$ cat config.mk
export PLATFORM = sky130hd
export DESIGN_NAME = poly_operand_sequencer_flat
export DESIGN_NICKNAME = d
export VERILOG_FILES = /design/src/rtl/poly_operand_sequencer_pkg.sv /design/src/rtl/poly_operand_sequencer_if.sv /design/src/rtl/poly_operand_sequencer_seq_phase_timer.sv /design/src/rtl/poly_operand_sequencer.sv /design/src/flat_wrapper.sv
export SDC_FILE = /design/constraint.sdc
export NUM_CORES = 1
export LEC_CHECK = 0
export CORE_ASPECT_RATIO = 0.75
export CORE_MARGIN = 1.5
export CORE_UTILIZATION = 30
export CTS_CLUSTER_SIZE = 14
export DETAILED_ROUTE_END_ITERATION = 10
export SETUP_SLACK_MARGIN = 0.02
export SYNTH_ARGS = -nofsm -noshare
export SYNTH_HDL_FRONTEND = slang
export SYNTH_SLANG_ARGS = --single-unit
$ cat constraint.sdc
create_clock -name clk -period 2.7 [get_ports clk]
set_input_delay 0.54 -clock clk [delete_from_list [all_inputs] [get_ports clk]]
set_output_delay 0.54 -clock clk [all_outputs]
set_load 0.1 [all_outputs]
$ cat src/rtl/poly_operand_sequencer_pkg.sv
// Shared definitions for the polynomial-unit operand sequencer: state encoding,
// operand slot indices and the unit's native data width.
package poly_operand_sequencer_pkg;

    localparam int unsigned PolyWidth = 8;

    typedef enum logic [2:0] {
        StIdle,
        StSetup,
        StPress,
        StRelease,
        StCompute,
        StCapture
    } seq_state_e;

    localparam logic [1:0] OpA = 2'd0;
    localparam logic [1:0] OpB = 2'd1;
    localparam logic [1:0] OpC = 2'd2;
    localparam logic [1:0] OpX = 2'd3;

    function automatic int unsigned phase_max(input int unsigned hold, input int unsigned gap,
                                              input int unsigned latency);
        int unsigned m;
        m = hold;
        if (gap > m) m = gap;
        if (latency > m) m = latency;
        return m;
    endfunction

endpackage

$ cat src/rtl/poly_operand_sequencer_if.sv
// Operand-load bus between the sequencer (master) and the polynomial unit (slave).
interface poly_operand_sequencer_if
    import poly_operand_sequencer_pkg::*;
#(
    parameter int unsigned WIDTH = PolyWidth
);

    logic [WIDTH-1:0] seq_data;
    logic             seq_go;
    logic [WIDTH-1:0] dut_result;

    modport master (
        output seq_data,
        output seq_go,
        input  dut_result
    );

    modport slave (
        input  seq_data,
        input  seq_go,
        output dut_result
    );

endinterface

$ cat src/rtl/poly_operand_sequencer_seq_phase_timer.sv
// Loadable phase down-counter; zero flags the last cycle of the current phase.
module poly_operand_sequencer_seq_phase_timer #(
    parameter int unsigned CntWidth = 3
) (
    input  logic                clk,
    input  logic                reset,
    input  logic                load,
    input  logic [CntWidth-1:0] load_val,
    output logic                zero
);

    logic [CntWidth-1:0] count_q;

    always_ff @(posedge clk or posedge reset) begin
        if (reset) begin
            count_q <= '0;
        end else if (load) begin
            count_q <= load_val;
        end else if (count_q != '0) begin
            count_q <= count_q - 1'b1;
        end
    end

    assign zero = (count_q == '0);

endmodule

$ cat src/rtl/poly_operand_sequencer.sv
// Serial operand-load initiator: latches A/B/C/X on start, presents each with a press/release
// of go, then captures the polynomial unit's result after a fixed compute latency.
module poly_operand_sequencer
    import poly_operand_sequencer_pkg::*;
#(
    parameter int unsigned WIDTH   = PolyWidth,
    parameter int unsigned HOLD    = 2,
    parameter int unsigned GAP     = 2,
    parameter int unsigned LATENCY = 6
) (
    input  logic                     clk,
    input  logic                     reset,
    input  logic                     start,
    input  logic [WIDTH-1:0]         a_in,
    input  logic [WIDTH-1:0]         b_in,
    input  logic [WIDTH-1:0]         c_in,
    input  logic [WIDTH-1:0]         x_in,
    poly_operand_sequencer_if.master poly_bus,
    output logic [WIDTH-1:0]         result,
    output logic                     busy,
    output logic                     done,
    output logic [1:0]               op_idx
);

    localparam int unsigned PhaseMax = phase_max(HOLD, GAP, LATENCY);
    localparam int unsigned TmrWidth = $clog2(PhaseMax + 1);

    // A phase of N cycles loads N-1 so that zero marks its final cycle.
    localparam logic [TmrWidth-1:0] HoldLoad = TmrWidth'(HOLD - 1);
    localparam logic [TmrWidth-1:0] GapLoad  = TmrWidth'(GAP - 1);
    localparam logic [TmrWidth-1:0] LatLoad  = TmrWidth'(LATENCY - 1);

    seq_state_e                 state_q;
    logic [3:0][WIDTH-1:0]      ops_q;
    logic [1:0]                 op_idx_q;
    logic [1:0]                 op_next;
    logic [WIDTH-1:0]           seq_data_q;
    logic                       seq_go_q;
    logic [WIDTH-1:0]           result_q;
    logic                       busy_q;
    logic                       done_q;

    logic                       tmr_load;
    logic [TmrWidth-1:0]        tmr_val;
    logic                       tmr_zero;

    assign op_next = op_idx_q + 2'd1;

    // Reload the timer on every state transition with the length of the phase being entered.
    always_comb begin
        tmr_load = 1'b0;
        tmr_val  = '0;
        unique case (state_q)
            StIdle:    tmr_load = start;
            StSetup: begin
                tmr_load = 1'b1;
                tmr_val  = HoldLoad;
            end
            StPress: begin
                tmr_load = tmr_zero;
                tmr_val  = GapLoad;
            end
            StRelease: begin
                tmr_load = tmr_zero;
                tmr_val  = (op_idx_q == OpX) ? LatLoad : '0;
            end
            StCompute: tmr_load = tmr_zero;
            StCapture: tmr_load = 1'b1;
            default:   tmr_load = 1'b0;
        endcase
    end

    poly_operand_sequencer_seq_phase_timer #(
        .CntWidth (TmrWidth)
    ) u_seq_phase_timer (
        .clk      (clk),
        .reset    (reset),
        .load     (tmr_load),
        .load_val (tmr_val),
        .zero     (tmr_zero)
    );

    always_ff @(posedge clk or posedge reset) begin
        if (reset) begin
            state_q    <= StIdle;
            ops_q      <= '0;
            op_idx_q   <= OpA;
            seq_data_q <= '0;
            seq_go_q   <= 1'b0;
            result_q   <= '0;
            busy_q     <= 1'b0;
            done_q     <= 1'b0;
        end else begin
            done_q <= 1'b0;
            unique case (state_q)
                StIdle: begin
                    if (start) begin
                        ops_q      <= {x_in, c_in, b_in, a_in};
                        op_idx_q   <= OpA;
                        seq_data_q <= a_in;
                        busy_q     <= 1'b1;
                        state_q    <= StSetup;
                    end
                end
                StSetup: begin
                    seq_go_q <= 1'b1;
                    state_q  <= StPress;
                end
                StPress: begin
                    if (tmr_zero) begin
                        seq_go_q <= 1'b0;
                        state_q  <= StRelease;
                    end
                end
                StRelease: begin
                    if (tmr_zero) begin
                        if (op_idx_q == OpX) begin
                            state_q <= StCompute;
                        end else begin
                            op_idx_q   <= op_next;
                            seq_data_q <= ops_q[op_next];
                            state_q    <= StSetup;
                        end
                    end
                end
                StCompute: begin
                    if (tmr_zero) state_q <= StCapture;
                end
                StCapture: begin
                    result_q <= poly_bus.dut_result;
                    done_q   <= 1'b1;
                    busy_q   <= 1'b0;
                    state_q  <= StIdle;
                end
                default: state_q <= StIdle;
            endcase
        end
    end

    assign poly_bus.seq_data = seq_data_q;
    assign poly_bus.seq_go   = seq_go_q;
    assign result            = result_q;
    assign busy              = busy_q;
    assign done              = done_q;
    assign op_idx            = op_idx_q;

endmodule

$ cat src/flat_wrapper.sv
// flat-port wrapper written by rule: the top's interface ports become plain ports
module poly_operand_sequencer_flat import poly_operand_sequencer_pkg::*;
#(
    parameter int unsigned WIDTH   = PolyWidth,
    parameter int unsigned HOLD    = 2,
    parameter int unsigned GAP     = 2,
    parameter int unsigned LATENCY = 6
)
  (clk, reset, start, a_in, b_in, c_in, x_in, result, busy, done, op_idx, poly_bus_seq_data, poly_bus_seq_go, poly_bus_dut_result);
  poly_operand_sequencer_if #(.WIDTH(WIDTH)) poly_bus_i ();
  input  logic clk;
  input  logic reset;
  input  logic start;
  input  logic [WIDTH-1:0] a_in;
  input  logic [WIDTH-1:0] b_in;
  input  logic [WIDTH-1:0] c_in;
  input  logic [WIDTH-1:0] x_in;
  output logic [WIDTH-1:0] result;
  output logic busy;
  output logic done;
  output logic [1:0] op_idx;
  output wire logic [$bits(poly_bus_i.seq_data)-1:0] poly_bus_seq_data;
  output wire logic [$bits(poly_bus_i.seq_go)-1:0] poly_bus_seq_go;
  input wire logic [$bits(poly_bus_i.dut_result)-1:0] poly_bus_dut_result;
  assign poly_bus_seq_data = poly_bus_i.seq_data;
  assign poly_bus_seq_go = poly_bus_i.seq_go;
  assign poly_bus_i.dut_result = poly_bus_dut_result;
  poly_operand_sequencer #(.WIDTH(WIDTH), .HOLD(HOLD), .GAP(GAP), .LATENCY(LATENCY)) u_core (.clk(clk), .reset(reset), .start(start), .a_in(a_in), .b_in(b_in), .c_in(c_in), .x_in(x_in), .poly_bus(poly_bus_i), .result(result), .busy(busy), .done(done), .op_idx(op_idx));
endmodule
; ---- After elaboration in Yosys (flattened, before gate mapping)
; Index checks and enable logic that the tools add are counted.
[word_totals]
reg_bits = 59
out_inout_bits = 21
in_bits = 43
elab_cells = 67
[classes]
n_lt_le_gt_ge = 1
reduce_logical = 15
eq_ne = 11
n_mux = 26
add_sub_neg = 2
[ops]
columns = operator, n
row1 = 2-to-1 mux 8 bit, 4
row2 = 2-to-1 mux 3 bit, 8
row3 = binary-select mux 8 bit (select 2 bit), 1
row4 = one-hot mux 8 bit (2 select lines), 1
row5 = one-hot mux 3 bit (5 select lines), 1
row6 = AND reduction 4 bit, 2
row7 = nonzero test 2 bit, 4
row8 = "equality test 3 x 2 -> 1 bit, second input constant", 2
row9 = "equality test 3 bit, second input constant", 2
row10 = logical NOT 3 bit, 2
row11 = 2-to-1 mux 2 bit, 3
row12 = "!= test 2 x 1 -> 1 bit, second input constant", 3
row13 = one-hot mux 3 bit (2 select lines), 1
row14 = AND reduction 2 bit, 3
row15 = "!= test 2 bit, second input constant", 2
row16 = one-hot mux 1 bit (2 select lines), 2
row17 = one-hot mux 2 bit (2 select lines), 1
row18 = OR reduction 2 bit, 2
row19 = "equality test 3 x 1 -> 1 bit, second input constant", 1
row20 = "less-than comparator 2 x 3 -> 1 bit, second input constant", 1
row21 = 2-to-1 mux 1 bit, 3
row22 = one-hot mux 1 bit (3 select lines), 1
row23 = nonzero test 3 bit, 1
row24 = OR reduction 3 bit, 1
row25 = 3 further kinds, 3

; ---- Longest topological paths before layout
; Gate-level depths: netlist (run 1).
[depth]
word_depth = 6
ltp_mapped = 7
mapped_depth_nobuf = 6

; ---- Modules after synthesis
; A second synthesis (run 1) with hierarchy kept.
[hier_totals]
hier_cells = 284
hier_area_um2 = 2791.4
[by_module_without_submodules]
columns = mod, n_inst, seq_area_each_um2, area_per_inst_um2, cells_per_inst
row1 = poly_operand_sequencer, 1, 1401.3, 2587.5, 262
row2 = poly_operand_sequencer_seq_phase_timer, 1, 75.1, 203.9, 22

; ---- Worst setup path after synthesis (run 1)
; Ideal clock, no wire load.
[synth_path]
kind = register to register
from = reg u_core.op_idx_q[1], in the netlist u_core.op_idx[1]
to = reg u_core.seq_data_q[7], in the netlist u_core.poly_bus.seq_data[7]
t_arrival_ps = 2270
setup_ps = 123
path_stages_with_launch = 6
required_time_ps = 2577
path_slack_ps = 307
period_less_slack_ps = 2393
cell_sequence = dfrtp_1 -> ha_1 -> buf_6 -> mux4_2 -> or3_1 -> o221a_2
[synth_between]
elab_chain_len = 6
elab_cells_between_ends = 9
cone_classes = add/sub (1) / eq/ne (2) / mux (5) / reduce/logical (1)
[synth_rtl]
columns = element, line_no
row1 = "start, declared", poly_operand_sequencer.sv:35  ; logic [1:0] op_idx_q;
row2 = "start signal, assigned", poly_operand_sequencer.sv:87  ; op_idx_q <= OpA;
row3 = "start signal, assigned", poly_operand_sequencer.sv:99  ; op_idx_q <= OpA;
row4 = "start signal, assigned", poly_operand_sequencer.sv:120  ; op_idx_q <= op_next;
row5 = adder 2 x 1 -> 2 bit, poly_operand_sequencer.sv:47  ; assign op_next = op_idx_q + 2'd1;
row6 = binary-select mux 8 bit (select 2 bit), poly_operand_sequencer.sv:121  ; seq_data_q <= ops_q[op_next];
row7 = 2-to-1 mux 8 bit (not written as such), poly_operand_sequencer.sv:121
row8 = 2-to-1 mux 8 bit, poly_operand_sequencer.sv:117  ; if (op_idx_q == OpX) begin
row9 = 2-to-1 mux 8 bit, poly_operand_sequencer.sv:116  ; if (tmr_zero) begin
row10 = one-hot mux 8 bit (2 select lines), poly_operand_sequencer.sv:95  ; unique case (state_q)
row11 = "end signal, assigned", poly_operand_sequencer.sv:100  ; seq_data_q <= a_in;
row12 = "end signal, assigned", poly_operand_sequencer.sv:121
row13 = "end, declared", poly_operand_sequencer.sv:37  ; logic [WIDTH-1:0] seq_data_q;
; Parallel ways exist; a longest one is shown, timed or not. The select of a mux whose other input is x is not followed.
; A chain may end at the register's enable or synchronous reset.

; ---- Final worst setup path (run 1)
[layout_path]
from = reg u_core.op_idx_q[1], in the netlist u_core.op_idx[1]
to = reg u_core.seq_data_q[3], in the netlist u_core.poly_bus.seq_data[3]
; The elaborated chain is that of the path after synthesis.

==> flow_summary_export.csv, run 1 <==
group,metric,value,unit
setup_path,r2r_start,"u_core.op_idx[1]",
clock_network,htree_levels,3,
global_route,gr-total-overflow,0,
timing,max_clock_freq,0.450,GHz
setup_path,path_cells,"ha_1 > mux4_2 > or3_1 > o221a_1",
floorplanning,fp.coreArea,8530,sq um
cells_and_area,layout-drive-gt1-share,20.2,%
routing,ant_nets,0,
cells_and_area,diodes,0,
clock_network,clockRootBuffer,"clkbuf_16",
clock_network,numCtsBuffers,9,
routing,viasPerCell,4.69,
power,internal_power,2770,uW
floorplanning,die_y,84.6,microns
worst_hold_path,worst_hold_path_type,"register to register",
run,maxCapViolCount,0,
power,comb_power_share,47.7,%
cells_and_area,area.growth.synth_to_final,35.9,%
power,p_clk_share,21.2,%
clock_network,cts_max_path_buffers,2,
setup_path,critPathArrivalTime,2.43,ns
setup_path,r2r-end,"u_core.poly_bus.seq_data[3]",
routing,drtIter0Drc,62,
power,power.net_switching,2140,uW
routing,wl_per_cell,14.1,microns
logic_synthesis,ys_ff_latch,59,
worst_hold_path,min_from,"u_core.ops_q[0]",
placed_design,portBuffers,63,
global_route,grt_pass1_vias,2021,
clock_network,clock-sinks,59,
timing,fin_worst_skew,0.00413,ns
timing,fin_crit_sh,82.3,%
logic_synthesis,syn-num-nets,297,
global_route,grt_start_max_net_pins,29,
setup_path,crit_type,"register to register",
setup_path,r2r_slack,0.48,ns
setup_path,critPathMaxStageDelay,0.68,ns
placed_design,hpwl,4230,microns
clock_network,post_cts_resized,0,
setup_path,cp_data_required_time,2.91,ns
routing,drt_pass1_iterations,4,
timing,slew_viol_final,0,
timing,fin_setup_tns,0,ns
clock_network,clkSlewWorstSetupHoldPaths,0.05,ns
timing,hold_violations,0,
power,power.leakage,0.00169,uW
routing,routed_wl,6050,microns
floorplanning,start_util,31.2,%
clock_network,post_cts_buffers,0,
clock_network,cts_hold_buf,0,
timing,slew_headroom,60.4,%
setup_path,critPathMaxFanout,9,
timing,setup_viol,0,
power,swShare,43.5,%
logic_synthesis,synthCells,251,
power,sequentialPowerShare,31.2,%
placed_design,place.gp.congestion,0.702,
logic_synthesis,yosysSeqAreaShare,55.5,%
clock_network,worst_skew_pair.late_latency,0.33,ns
timing,rsz0062_at_grt,"false",
floorplanning,num_io_pins,64,
setup_path,r2r_cells,4,
floorplanning,die_x,112,microns
status,status,"completed",
worst_hold_path,min_path_cells,2,
global_route,grt_util_all_layers,13.7,%
clock_network,cts_tree,"done",
cells_and_area,final_nets,362,
global_route,grt_pass1_wl,9870,microns
timing,fin_crit,2.22,ns
setup_path,startpoint_type,"register",
floorplanning,dieArea,9450,sq um
timing,worst_slew_pin_slew,0.593,ns
logic_synthesis,yosysUniqueCellTypes,36,
power,ir_drop,777,uV
logic_synthesis,synthesis.area,2660,sq um
setup_path,cpMaxStageDelayCell,"ha_1",
routing,drc,0,
power,p_per_area,1360,nW/um^2
setup_path,critPathCaptureType,"register",
timing,fin_hold_ws,0.472,ns
floorplanning,rows,29,
routing,num_vias,2011,
cells_and_area,n_fill_cell,814,
logic_synthesis,ys_warn_count,0,
worst_hold_path,worstHoldEndpoint,"u_core.ops_q[0]",
global_route,antenna_found_initial,0,
logic_synthesis,syn_area_per_cell,10.6,sq um
==> synthesized netlist by cell type <==
library cell  number  share of area, %
a21boi_0           1              0.28
a21oi_1            3              0.56
a31oi_1            1              0.24
and3_1             1              0.24
and3b_1            1              0.33
buf_1              2              0.28
buf_2             10               1.9
buf_6              2              0.85
clkbuf_1           3              0.42
dfrtp_1           59                55
ha_1               3               1.4
inv_1              6              0.85
mux2_2             9               3.8
mux2i_1            2              0.75
mux4_2             8               6.8
nand2_1          100                14
nand3_1            1              0.19
nand3b_1           1              0.28
nand4_1            1              0.24
nand4b_1           1              0.33
nor2_1             5              0.71
nor2b_1            1              0.24
nor3_1             2              0.38
nor4b_4            1              0.89
o211ai_1           2              0.56
o21ai_0            2              0.38
o21ai_1            1              0.19
o21ai_4            1              0.61
o221a_1            6               2.5
o221a_2            2              0.85
o22a_1             1              0.33
o22ai_1            1              0.24
or2_2              1              0.24
or3_1              8               1.9
or4b_1             1              0.38
xnor2_1            1              0.33
==> metrics by stage <==
stage | setup slack [ns] | util, % | power [uW] | cell area (sq um) | instances
2_1_floorplan | 0.307 | - | 3370 | 2660 | 251
3_3_place_gp | 0.281 | 39.2 | 3840 | 3340 | 413
3_5_place_dp | 0.261 | 39.2 | 3890 | 3340 | 413
4_1_cts | 0.448 | 42.4 | 4960 | 3620 | 429
5_1_grt | 0.398 | 42.4 | 5180 | 3620 | 429
6_report | 0.477 | 42.4 | 4910 | 3620 | 429
==> routing by layer <==
layer  part of all wire (%)  routed length, microns  vias up  track usage (%)
li1                       -                       -      975                -
met1                     47                    2820      972             18.0
met2                     46                    2760       55             20.6
met3                    6.0                     363        9             4.91
met4                    1.7                     102        0             5.75
met5                      0                       0        -                0
==> flip-flops by register name (all words and copies together), names as in the netlist <==
name,flops
u_core.state_q,3
u_core.ops_q,32
u_core.u_seq_phase_timer.count_q,3
u_core.result,8
u_core.busy,1
u_core.done,1
u_core.op_idx,2
u_core.poly_bus.seq_data,8
u_core.poly_bus.seq_go,1
==> worst max-delay path by stage <==
stage / startpoint / to / slack (ns)
after floorplan: u_core.op_idx[1] / u_core.poly_bus.seq_data[7] / 0.31
after global placement: start / u_core.poly_bus.seq_data[2] / 0.28
after detailed placement: start / u_core.poly_bus.seq_data[0] / 0.26
after CTS: u_core.op_idx[1] / u_core.poly_bus.seq_data[3] / 0.45
after global routing: u_core.op_idx[1] / u_core.poly_bus.seq_data[5] / 0.40
final: u_core.op_idx[1] / u_core.poly_bus.seq_data[3] / 0.48
==> critical path: cells and delay by family (launching register included) <==
family	cells	cell delay [ns]
and+or+nand+nor	1	0.31
AOI/OAI and AO/OA	1	0.12
muxes	1	0.57
DFF	1	0.42
adders and majority gates	1	0.68
==> layout make-up <==
cell class              count  area [sq um]  area share, %
inverters                   6          22.5          0.623
multi-input cells         169          1070           29.6
well taps                 108           135           3.74
flip-flops and latches     59          1480           40.8
repair buffers             71           638           17.6
clock inverters             2          10.0          0.277
clock buffers              14           264           7.30
==> cell families after synthesis <==
group,count (synthesis),synth area share (%)
flops,59,55.5
fa+ha+maj,3,1.41
xor+xnor,1,0.329
simple gates,125,20.4
mux,19,11.3
buf+inv,23,4.28
compound gates,21,6.77
==> placed cells by master, fill, tap and decap left out, types with 2 or more instances in the layout <==
cell type	count
nor3_1	2
inv_1	5
clkbuf_1	3
clkinv_2	2
a21oi_1	3
clkbuf_16	9
clkbuf_8	2
ha_1	3
nand2_1	100
or3_1	8
o221a_2	2
buf_4	29
mux2i_1	2
o211ai_1	2
mux2_2	9
mux4_2	8
o221a_1	6
clkdlybuf4s50_1	42
nor2_1	5
dfrtp_1	59
o21ai_0	2
==> power groups by stage <==
stage / Clock (uW) / Combinational, uW / Sequential (uW)
finish: 1040 / 2340 / 1530
global route: 1110 / 2500 / 1570
CTS: 1070 / 2360 / 1530
detailed placement: 0 / 2360 / 1540
global placement: 0 / 2310 / 1520
floorplan: 0 / 1070 / 2300
Note: power is estimated with default switching activity, not from simulation.
==> inputs of run 2 (changes only) <==
==> constraint.sdc (replaced) <==
create_clock -name clk -period 2 [get_ports clk]
set_input_delay 0.4 -clock clk [delete_from_list [all_inputs] [get_ports clk]]
set_output_delay 0.4 -clock clk [all_outputs]
set_load 0.1 [all_outputs]
==> flow_summary_export.csv, run 2 (same netlist as run 1, synthesis figures left out) <==
group,metric,value,unit
clock_network,cts_tree,"done",
floorplanning,die_y,84.6,microns
routing,wl_met1,2920,microns
clock_network,post_cts_buffers,0,
setup_path,worst-path-buf-inv,0,
placed_design,portBuffers,63,
clock_network,cts_hold_buf,0,
power,power.leakage,0.00172,uW
placed_design,hpwl,4140,microns
routing,drtIter0Drc,73,
setup_path,critPathArrivalTime,2.13,ns
cells_and_area,final_common_cell,"nand2_1",
timing,setup_viol,0,
routing,drc,0,
setup_path,r2r_slack,0.07,ns
global_route,grt_start_max_net_pins,60,
floorplanning,rows,29,
global_route,antenna_found_initial,0,
clock_network,numCtsBuffers,9,
power,p_per_area,1820,nW/um^2
cells_and_area,regMostFlops,"u_core.ops_q",
setup_path,cp_data_required_time,2.20,ns
routing,wl_met3,323,microns
clock_network,clockRootBuffer,"clkbuf_16",
clock_network,clock-sinks,59,
cells_and_area,mostFrequentLayoutCells,"nand2_1 (100), dfrtp_1 (57), clkdlybuf4s50_1 (42), buf_4 (32)",
power,ir_drop,730,uV
setup_path,r2r_start,"u_core.op_idx[1]",
routing,num_vias,2027,
floorplanning,num_io_pins,64,
cells_and_area,final_nets,368,
status,status,"completed",
routing,drt_pass1_iterations,4,
power,comb_power_share,49.4,%
power,power.net_switching,2920,uW
timing,fin_worst_skew,0.00610,ns
cells_and_area,fin_cells,434,
setup_path,critPathTopFamily,"multiplexers",
placed_design,placed_area,3440,sq um
clock_network,clkSlewWorstSetupHoldPaths,0.05,ns
clock_network,post_cts_resized,0,
clock_network,worst_skew_pair.late_latency,0.32,ns
power,sequentialPowerShare,30.1,%
cells_and_area,diodes,0,
global_route,grt_pass1_wl,10300,microns
run,maxCapViolCount,0,
timing,hold_violations,0,
floorplanning,dieArea,9450,sq um
routing,ant_nets,0,
placed_design,dp.cells,419,
routing,highest_layer,"met4",
timing,slew_headroom,65.4,%
routing,dr_wl_met2,2760,microns
clock_network,cts_max_path_buffers,2,
setup_path,r2r_cells,4,
global_route,gr-total-overflow,0,
setup_path,path_depth,4,
cells_and_area,area.growth.synth_to_final,39.4,%
timing,fin_crit_sh,96.4,%
timing,max_clock_freq,0.519,GHz
power,p_clk_share,20.4,%
setup_path,crit_start,"u_core.op_idx[1]",
timing,rsz0062_at_grt,"true",
timing,fin_crit,1.93,ns
floorplanning,start_util,31.2,%
setup_path,critPathCaptureType,"register",
routing,wl_per_cell,13.9,microns
worst_hold_path,worst_hold_path_type,"input port to async pin",
setup_path,startpoint_type,"register",
clock_network,htree_levels,3,
setup_path,critPathMaxStageDelay,0.52,ns
setup_path,endpoint,"u_core.poly_bus.seq_data[1]",
routing,routed_wl,6050,microns
power,internal_power,3830,uW
global_route,grt_pass1_vias,2114,
power,swShare,43.3,%
routing,viasPerCell,4.67,
setup_path,cpMaxStageDelayCell,"mux4_2",
floorplanning,fp.coreArea,8530,sq um
global_route,grt_util_all_layers,13.9,%
cells_and_area,largest_reg_flops,32,
setup_path,r2r-end,"u_core.poly_bus.seq_data[1]",
setup_path,crit_type,"register to register",
cells_and_area,postLayoutCellArea,3710,sq um
timing,worst_slew_pin_slew,0.517,ns
timing,slew_viol_final,0,
setup_path,critPathMaxFanout,9,
setup_path,path_cells,"ha_4 > mux4_2 > or3_1 > o221a_1",
floorplanning,die_x,112,microns
placed_design,place.gp.congestion,0.729,
cells_and_area,layout-drive-gt1-share,23.0,%
run 2: cell types whose count changed in the layout (fill, tap and decap cells not counted):
cell        before  now
buf_12           0    3
buf_4           29   32
clkbuf_1         3    1
clkbuf_8         2    1
clkinv_2         2    1
clkinvlp_4       0    3
dfrtp_1         59   57
dfrtp_2          0    2
ha_1             3    2
ha_4             0    1
run 2: through the flow:
stage                     hold WS, ns  setup WS [ns]  total power, uW  utilization (%)  setup TNS, ns
final                           0.441         0.0714             6750             43.5              0
after global routing            0.464       -0.00745             7170             43.5       -0.00745
after CTS                       0.467         0.0640             6840             43.5              0
after detailed placement        0.458         0.0189             5420             40.4              0
after global placement          0.453         0.0114             5340             40.4              0
after floorplan                 0.440         -0.117             4590                -         -0.907
run 2: layout make-up:
cell class | instances | area (sq um)
Clock buffer | 11 | 243
Clock inverter | 4 | 27.5
Fill cell | 822 | 4820
Inverter | 6 | 22.5
Multi-Input combinational cell | 169 | 1080
Sequential cell | 59 | 1480
Tap cell | 108 | 135
Timing Repair Buffer | 77 | 721
run 2: worst min-delay path by stage:
stage / from / endpoint / depth (start not counted)
3_3_place_gp: u_core.ops_q[1] / u_core.ops_q[1] / 2
6_report: reset / u_core.result[1] / 3
4_1_cts: reset / u_core.result[1] / 3
3_5_place_dp: u_core.ops_q[22] / u_core.ops_q[22] / 2
5_1_grt: reset / u_core.result[7] / 3
2_1_floorplan: u_core.ops_q[4] / u_core.ops_q[4] / 2
run 2: routing by layer:
| layer | global-route usage (%) | vias to the layer above |
|---|---|---|
| met2 | 21.3 | 58 |
| met4 | 4.83 | 0 |
| met1 | 18.2 | 978 |
| met5 | 0 | - |
| met3 | 5.34 | 6 |
| li1 | - | 985 |
run 2: power by group through the flow:
| stage | clock, uW | sequential [uW] | combinational [uW] |
|---|---|---|---|
| final | 1380 | 2040 | 3340 |
| after global routing | 1480 | 2100 | 3590 |
| after CTS | 1420 | 2040 | 3380 |
| after detailed placement | 0 | 2040 | 3380 |
| after global placement | 0 | 2030 | 3310 |
| after floorplan | 0 | 3110 | 1480 |
run 2: worst reg2reg max path: stages (launching register included):
cell and delay [ns]:
dfrtp_2 0.45, ha_4 0.40, mux4_2 0.53, or3_1 0.32, o221a_1 0.12
==> inputs of run 3 (changes only) <==
--- a/config.mk
+++ b/config.mk
@@ -5,11 +5,13 @@
 export SDC_FILE = /design/constraint.sdc
 export NUM_CORES = 1
 export LEC_CHECK = 0
+export CAP_MARGIN = 15
 export CORE_ASPECT_RATIO = 0.75
 export CORE_MARGIN = 1.5
 export CORE_UTILIZATION = 30
 export CTS_CLUSTER_SIZE = 14
 export DETAILED_ROUTE_END_ITERATION = 10
+export HOLD_SLACK_MARGIN = 0.15
 export SETUP_SLACK_MARGIN = 0.02
 export SYNTH_ARGS = -nofsm -noshare
 export SYNTH_HDL_FRONTEND = slang
==> results of run 3 <==
Final layout, timing and power as in run 2 (identical DEF).
